<file path="src/rtl/spad_itof_pkg.sv">
// spad_itof_pkg
// Shared definitions for the SPAD indirect time-of-flight front end:
//   - spad_state_t : frame FSM states (IDLE, INTEGRATE, HOLD)
//   - SPAD_CNT_W, SPAD_PERIOD, SPAD_N_PERIODS : default block parameters,
//     shared with output_buffer so the memory widths line up
//   - cnt_width()  : counter width helper that never returns zero
// No ports (package).
package spad_itof_pkg;

    typedef enum logic [1:0] {
        IDLE      = 2'd0,
        INTEGRATE = 2'd1,
        HOLD      = 2'd2
    } spad_state_t;

    localparam int unsigned SPAD_CNT_W     = 12;
    localparam int unsigned SPAD_PERIOD    = 16;
    localparam int unsigned SPAD_N_PERIODS = 256;

    // Width needed to hold 0..n-1; a count of 1 still gets a 1-bit register.
    function automatic int unsigned cnt_width(input int unsigned n);
        return (n > 1) ? $clog2(n) : 1;
    endfunction

endpackage

</file>
<file path="src/rtl/spad_pulse_sync.sv">
// spad_pulse_sync
// Two-flop synchronizer followed by a rising-edge detector for the
// asynchronous SPAD detection line. Only instantiated when SPAD_SYNC_EN
// is defined in spad_tap_accumulator.
// Ports:
//   clk     in  1  block clock
//   rst_n   in  1  synchronous active-low reset; all flops clear to 0
//   spad_in in  1  raw SPAD detection signal
//   pulse   out 1  one-cycle pulse per rising edge, 2 cycles after sampling
module spad_pulse_sync (
    input  logic clk,
    input  logic rst_n,
    input  logic spad_in,
    output logic pulse
);

    // [0] first sync stage, [1] second sync stage, [2] previous synced value
    logic [2:0] sync_q;

    always_ff @(posedge clk) begin
        if (!rst_n) begin
            sync_q <= '0;
        end else begin
            sync_q <= {sync_q[1:0], spad_in};
        end
    end

    always_comb begin
        pulse = sync_q[1] & ~sync_q[2];
    end

endmodule

</file>
<file path="src/rtl/spad_tap_accumulator.sv">
// spad_tap_accumulator
// Two-tap photon accumulator for indirect ToF. Each modulation period of
// PERIOD cycles is split in half: detections in the first half count into
// memory1 (tap 0), the second half into memory2 (tap 1). After N_PERIODS
// periods the frame is held on the outputs until the consumer acks.
// Build option: define SPAD_SYNC_EN to route spad_in through
// spad_pulse_sync (2-flop sync + rising-edge detect, 2-cycle latency);
// otherwise spad_in is taken as synchronous, one count per high cycle.
// Ports:
//   clk       in  1      block clock
//   rst_n     in  1      synchronous active-low reset
//   start     in  1      begin a frame (IDLE, or HOLD together with out_ack)
//   spad_in   in  1      SPAD detection signal
//   out_ack   in  1      consumer has taken the held frame
//   memory1   out CNT_W  tap-0 count, saturating
//   memory2   out CNT_W  tap-1 count, saturating
//   out_valid out 1      high exactly in HOLD
//   busy      out 1      high exactly in INTEGRATE
module spad_tap_accumulator
    import spad_itof_pkg::*;
#(
    parameter int unsigned CNT_W     = SPAD_CNT_W,
    parameter int unsigned PERIOD    = SPAD_PERIOD,
    parameter int unsigned N_PERIODS = SPAD_N_PERIODS
) (
    input  logic             clk,
    input  logic             rst_n,
    input  logic             start,
    input  logic             spad_in,
    input  logic             out_ack,
    output logic [CNT_W-1:0] memory1,
    output logic [CNT_W-1:0] memory2,
    output logic             out_valid,
    output logic             busy
);

    localparam int unsigned PH_W = cnt_width(PERIOD);
    localparam int unsigned PE_W = cnt_width(N_PERIODS);

    localparam logic [PH_W-1:0]  PH_LAST = PH_W'(PERIOD - 1);
    localparam logic [PH_W-1:0]  PH_HALF = PH_W'(PERIOD / 2);
    localparam logic [PE_W-1:0]  PE_LAST = PE_W'(N_PERIODS - 1);
    localparam logic [CNT_W-1:0] CNT_MAX = '1;

    spad_state_t     state;
    spad_state_t     state_next;
    logic [PH_W-1:0] phase_cnt;
    logic [PE_W-1:0] period_cnt;
    logic            event_hit;
    logic            clear_frame;
    logic            frame_end;

`ifdef SPAD_SYNC_EN
    spad_pulse_sync u_pulse_sync (
        .clk     (clk),
        .rst_n   (rst_n),
        .spad_in (spad_in),
        .pulse   (event_hit)
    );
`else
    always_comb begin
        event_hit = spad_in;
    end
`endif

    always_comb begin
        state_next  = state;
        clear_frame = 1'b0;
        busy        = 1'b0;
        out_valid   = 1'b0;
        frame_end   = (phase_cnt == PH_LAST) && (period_cnt == PE_LAST);
        unique case (state)
            IDLE: begin
                if (start) begin
                    state_next  = INTEGRATE;
                    clear_frame = 1'b1;
                end
            end
            INTEGRATE: begin
                busy = 1'b1;
                if (frame_end) begin
                    state_next = HOLD;
                end
            end
            HOLD: begin
                out_valid = 1'b1;
                if (out_ack) begin
                    if (start) begin
                        state_next  = INTEGRATE;
                        clear_frame = 1'b1;
                    end else begin
                        state_next = IDLE;
                    end
                end
            end
            default: state_next = IDLE;
        endcase
    end

    always_ff @(posedge clk) begin
        if (!rst_n) begin
            state      <= IDLE;
            phase_cnt  <= '0;
            period_cnt <= '0;
            memory1    <= '0;
            memory2    <= '0;
        end else begin
            state <= state_next;
            if (clear_frame) begin
                phase_cnt  <= '0;
                period_cnt <= '0;
                memory1    <= '0;
                memory2    <= '0;
            end else if (state == INTEGRATE) begin
                if (phase_cnt == PH_LAST) begin
                    phase_cnt  <= '0;
                    period_cnt <= (period_cnt == PE_LAST) ? '0 : period_cnt + 1'b1;
                end else begin
                    phase_cnt <= phase_cnt + 1'b1;
                end
                // The event is attributed to the window of the current phase,
                // including the last cycle of the frame.
                if (event_hit) begin
                    if (phase_cnt < PH_HALF) begin
                        if (memory1 != CNT_MAX) memory1 <= memory1 + 1'b1;
                    end else begin
                        if (memory2 != CNT_MAX) memory2 <= memory2 + 1'b1;
                    end
                end
            end
        end
    end

endmodule
</file>
<file path="config.mk">
export PLATFORM = sky130hd
export DESIGN_NAME = spad_tap_accumulator
export DESIGN_NICKNAME = d
export VERILOG_FILES = /design/src/rtl/spad_itof_pkg.sv /design/src/rtl/spad_pulse_sync.sv /design/src/rtl/spad_tap_accumulator.sv
export SDC_FILE = /design/constraint.sdc
export NUM_CORES = 1
export LEC_CHECK = 0
export ABC_AREA = 1
export CORE_MARGIN = 2
export CORE_UTILIZATION = 46
export DETAILED_ROUTE_END_ITERATION = 10
export PLACE_DENSITY_LB_ADDON = 0.05
export SYNTH_ARGS = -nofsm -noshare
export SYNTH_HDL_FRONTEND = slang
export SYNTH_SLANG_ARGS = --single-unit
</file>
<file path="constraint.sdc">
create_clock -name clk -period 1.7 [get_ports clk]
set_input_delay 0.34 -clock clk [delete_from_list [all_inputs] [get_ports clk]]
set_output_delay 0.34 -clock clk [all_outputs]
set_load 0.01 [all_outputs]
</file>
==> flow_metrics.env <==
export IMPL_drv_cap=0
export IMPL_dieHeight_um=71.46
export IMPL_grt_pass1_vias=1712
export IMPL_ys_seq_area_frac=0.3634
export IMPL_die_area_um2=5106
export IMPL_insertion_delay_ns=0.29
export IMPL_synth_mux_area_fraction=0
export IMPL_floorplan_initialDensity=0.4807
export IMPL_vias_per_cell=4.881
export IMPL_synthAdderAreaFrac=0.02391
export IMPL_synthTopCellsByArea="dfxtp_1 (36%), nand2_1 (17%), nor2_1 (6.6%), a21oi_1 (5.0%), inv_1 (4.7%)"
export IMPL_fillers=431
export IMPL_path_delay_family="buffers and inverters"
export IMPL_syn_area_per_cell_um2=6.978
export IMPL_critPathKind="reg -> out"
export IMPL_wl_per_cell_um=10.82
export IMPL_finalNonFillerCells=394
export IMPL_finalMaxSlewViolations=0
export IMPL_synthArstFlopShare=0
export IMPL_yosysWarnings=0
export IMPL_port_buffers=30
export IMPL_syn_cell_area_um2=2093
export IMPL_ys_flop_type="dfxtp_1"
export IMPL_synth_xor_area_frac=0.05858
export IMPL_synth_top_family_by_area="simple AND/OR/NAND/NOR gates"
export IMPL_overflow=0
export IMPL_clk_pin_slew_ns=0.07
export IMPL_ys_ff_latch=38
export IMPL_final_core_util=0.5925
export IMPL_routed_wl_um=4264
export IMPL_grt_util_all_layers=0.1769
export IMPL_drive_gt1_frac=0.1462
export IMPL_cp_start_kind="flop"
export IMPL_cp_arrival_ns=1.29
export IMPL_tightest_slew_ns=0.4649
export IMPL_fin_nets=351
export IMPL_clock_path_buffers=2
export IMPL_relSlewSlack=0.6897
export IMPL_grt_pass1_wl_um=7210
export IMPL_insertedDiodeCount=0
export IMPL_cts_root_buf="clkbuf_8"
export IMPL_cts_sinks=38
export IMPL_antenna_found_initial=0
export IMPL_dp_cells=387
export IMPL_place_hpwl_um=3163
export IMPL_yosys_area_share_simple=0.3586
export IMPL_crit_fanout=6
export IMPL_h_tree_depth=2
export IMPL_setup_viol=0
export IMPL_ff2ff_path_depth=8
export IMPL_min_period_over_period=0.9572
export IMPL_crit_chain="clkdlybuf4s50_1"
export IMPL_synth_top_cell_area_share=0.3634
export IMPL_syn_num_nets=309
export IMPL_timing_rr_start="memory2[1]"
export IMPL_power_density_nw_per_um2=629.4
export IMPL_slowest_delay_ns=0.57
export IMPL_synth_area_leader_cell="dfxtp_1"
export IMPL_status="finished, final reports clean"
export IMPL_grt_max_degree=17
export IMPL_dr_pass1_iters=4
export IMPL_end_kind="output pin"
export IMPL_post_cts_setup_buffer_count=0
export IMPL_hold_buffers=0
export IMPL_coreArea_um2=4354
export IMPL_min_to="period_cnt[2]"
export IMPL_cts_buffers=5
export IMPL_cts_tree="done"
export IMPL_synth_edf_count=0
export IMPL_r2r_setup_slack_ns=0.19
export IMPL_r2r_end="memory2[4]"
export IMPL_hold_class="reg -> reg"
export IMPL_period_minus_slack_ns=1.627
export IMPL_fin_skew_ns=0.003808
export IMPL_die_x_um=71.46
export IMPL_min_from="period_cnt[2]"
export IMPL_drtAntennaViolNets=0
export IMPL_synthToLayoutAreaGrowth_pct=23.25
export IMPL_pin_count=31
export IMPL_rsz0062_at_grt="false"
export IMPL_critPathBufInv=1
export IMPL_whs_path_depth=2
export IMPL_required_ns=1.36
export IMPL_synth_most_common_cell="nand2_1"
export IMPL_ys_top_cells_by_count="nand2_1 (94), dfxtp_1 (38), nor2_1 (37), inv_1 (26), a21oi_1 (21)"
export IMPL_critPathSlowestCell="clkdlybuf4s50_1"
export IMPL_p_leak_nw=0.9319
export IMPL_syn_inst=300
export IMPL_placementRows=24
export IMPL_drcViolationCount=0
export IMPL_place_congestion=0.7424
export IMPL_synth_compound_area_share=0.1136
export IMPL_ir_drop_mv=0.3776
export IMPL_hold_viol=0
export IMPL_vias=1923
export IMPL_max_freq_ghz=0.6145
export IMPL_ys_types=29
export IMPL_dr_first_iter_drc_count=78
[stage by stage]
stage               cell area [um^2]  power [mW]  setup TNS [ns]  hold slack [ns]  setup slack, ns
floorplan                       2093       1.011               0           0.4366           0.1686
global placement                2485       1.062          -1.490           0.4550          -0.1215
detailed placement              2485       1.063          -1.543           0.4600          -0.1419
CTS                             2564       1.649               0           0.4712          0.02697
global route                    2580       1.685               0           0.4967          0.01266
finish                          2580       1.624               0           0.4752          0.07269
[cell families (layout without fill, tap and decap cells)]
kind of cell,after synthesis,in the layout
buf+inv,35,77
fa+ha+maj,4,4
xor+xnor,14,14
flops,38,38
simple gates,169,169
compound gates,40,40
[routing by layer]
layer / global-route usage / up-vias / part of all wire
met4: 0.08176 / 0 / 0.016
met1: 0.2288 / 860 / 0.50
met5: 0 / - / 0
met2: 0.2850 / 29 / 0.45
met3: 0.03376 / 5 / 0.038
li1: - / 1029 / -
[how the worst max path moves through the flow]
stage / to / cells past startpoint / slack, ns / start
detailed placement: memory1[0] / 5 / -0.14 / spad_in
global route: memory1[2] / 1 / 0.01 / memory1[2]
CTS: out_valid / 3 / 0.03 / state[1]
finish: memory1[10] / 1 / 0.07 / memory1[10]
floorplan: memory1[3] / 9 / 0.17 / memory1[0]
global placement: memory1[11] / 5 / -0.12 / spad_in
[area by class of cell]
| cell class | instances | area, um^2 | area share |
|---|---|---|---|
| clock buffer | 7 | 76.32 | 0.02958 |
| inverter | 28 | 107.6 | 0.04171 |
| multi-input combinational | 227 | 1171 | 0.4539 |
| tap | 52 | 65.06 | 0.02522 |
| sequential | 38 | 765.7 | 0.2968 |
| timing repair buffer | 42 | 394.1 | 0.1528 |
[report_power, final]
group	internal, mW	total [mW]	switching [mW]
combinational	0.0527	0.132	0.0792
sequential	0.899	0.907	0.00855
clock	0.282	0.585	0.302
total	1.23	1.62	0.390
[layout by cell type (no fill, tap or decap), drive strengths merged, types with 10 or more instances in the layout]
cell and count:
nand3 13, buf 12, nand2 101, o21ai 10, clkdlybuf4s50 27, dfxtp 38
inv 28, nor2 41, a21oi 30
[timing repair]
action / in CTS / in global routing
resized for setup: 3 / 7
endpoints found under the hold margin: 0 / 0
setup endpoints to repair: 13 / 14
[registers in the layout (all words and copies together), names as in the netlist]
signal	cells
memory2	12
memory1	12
period_cnt	8
phase_cnt	4
state	2
No activity file was read; power rests on OpenSTA's default activity.
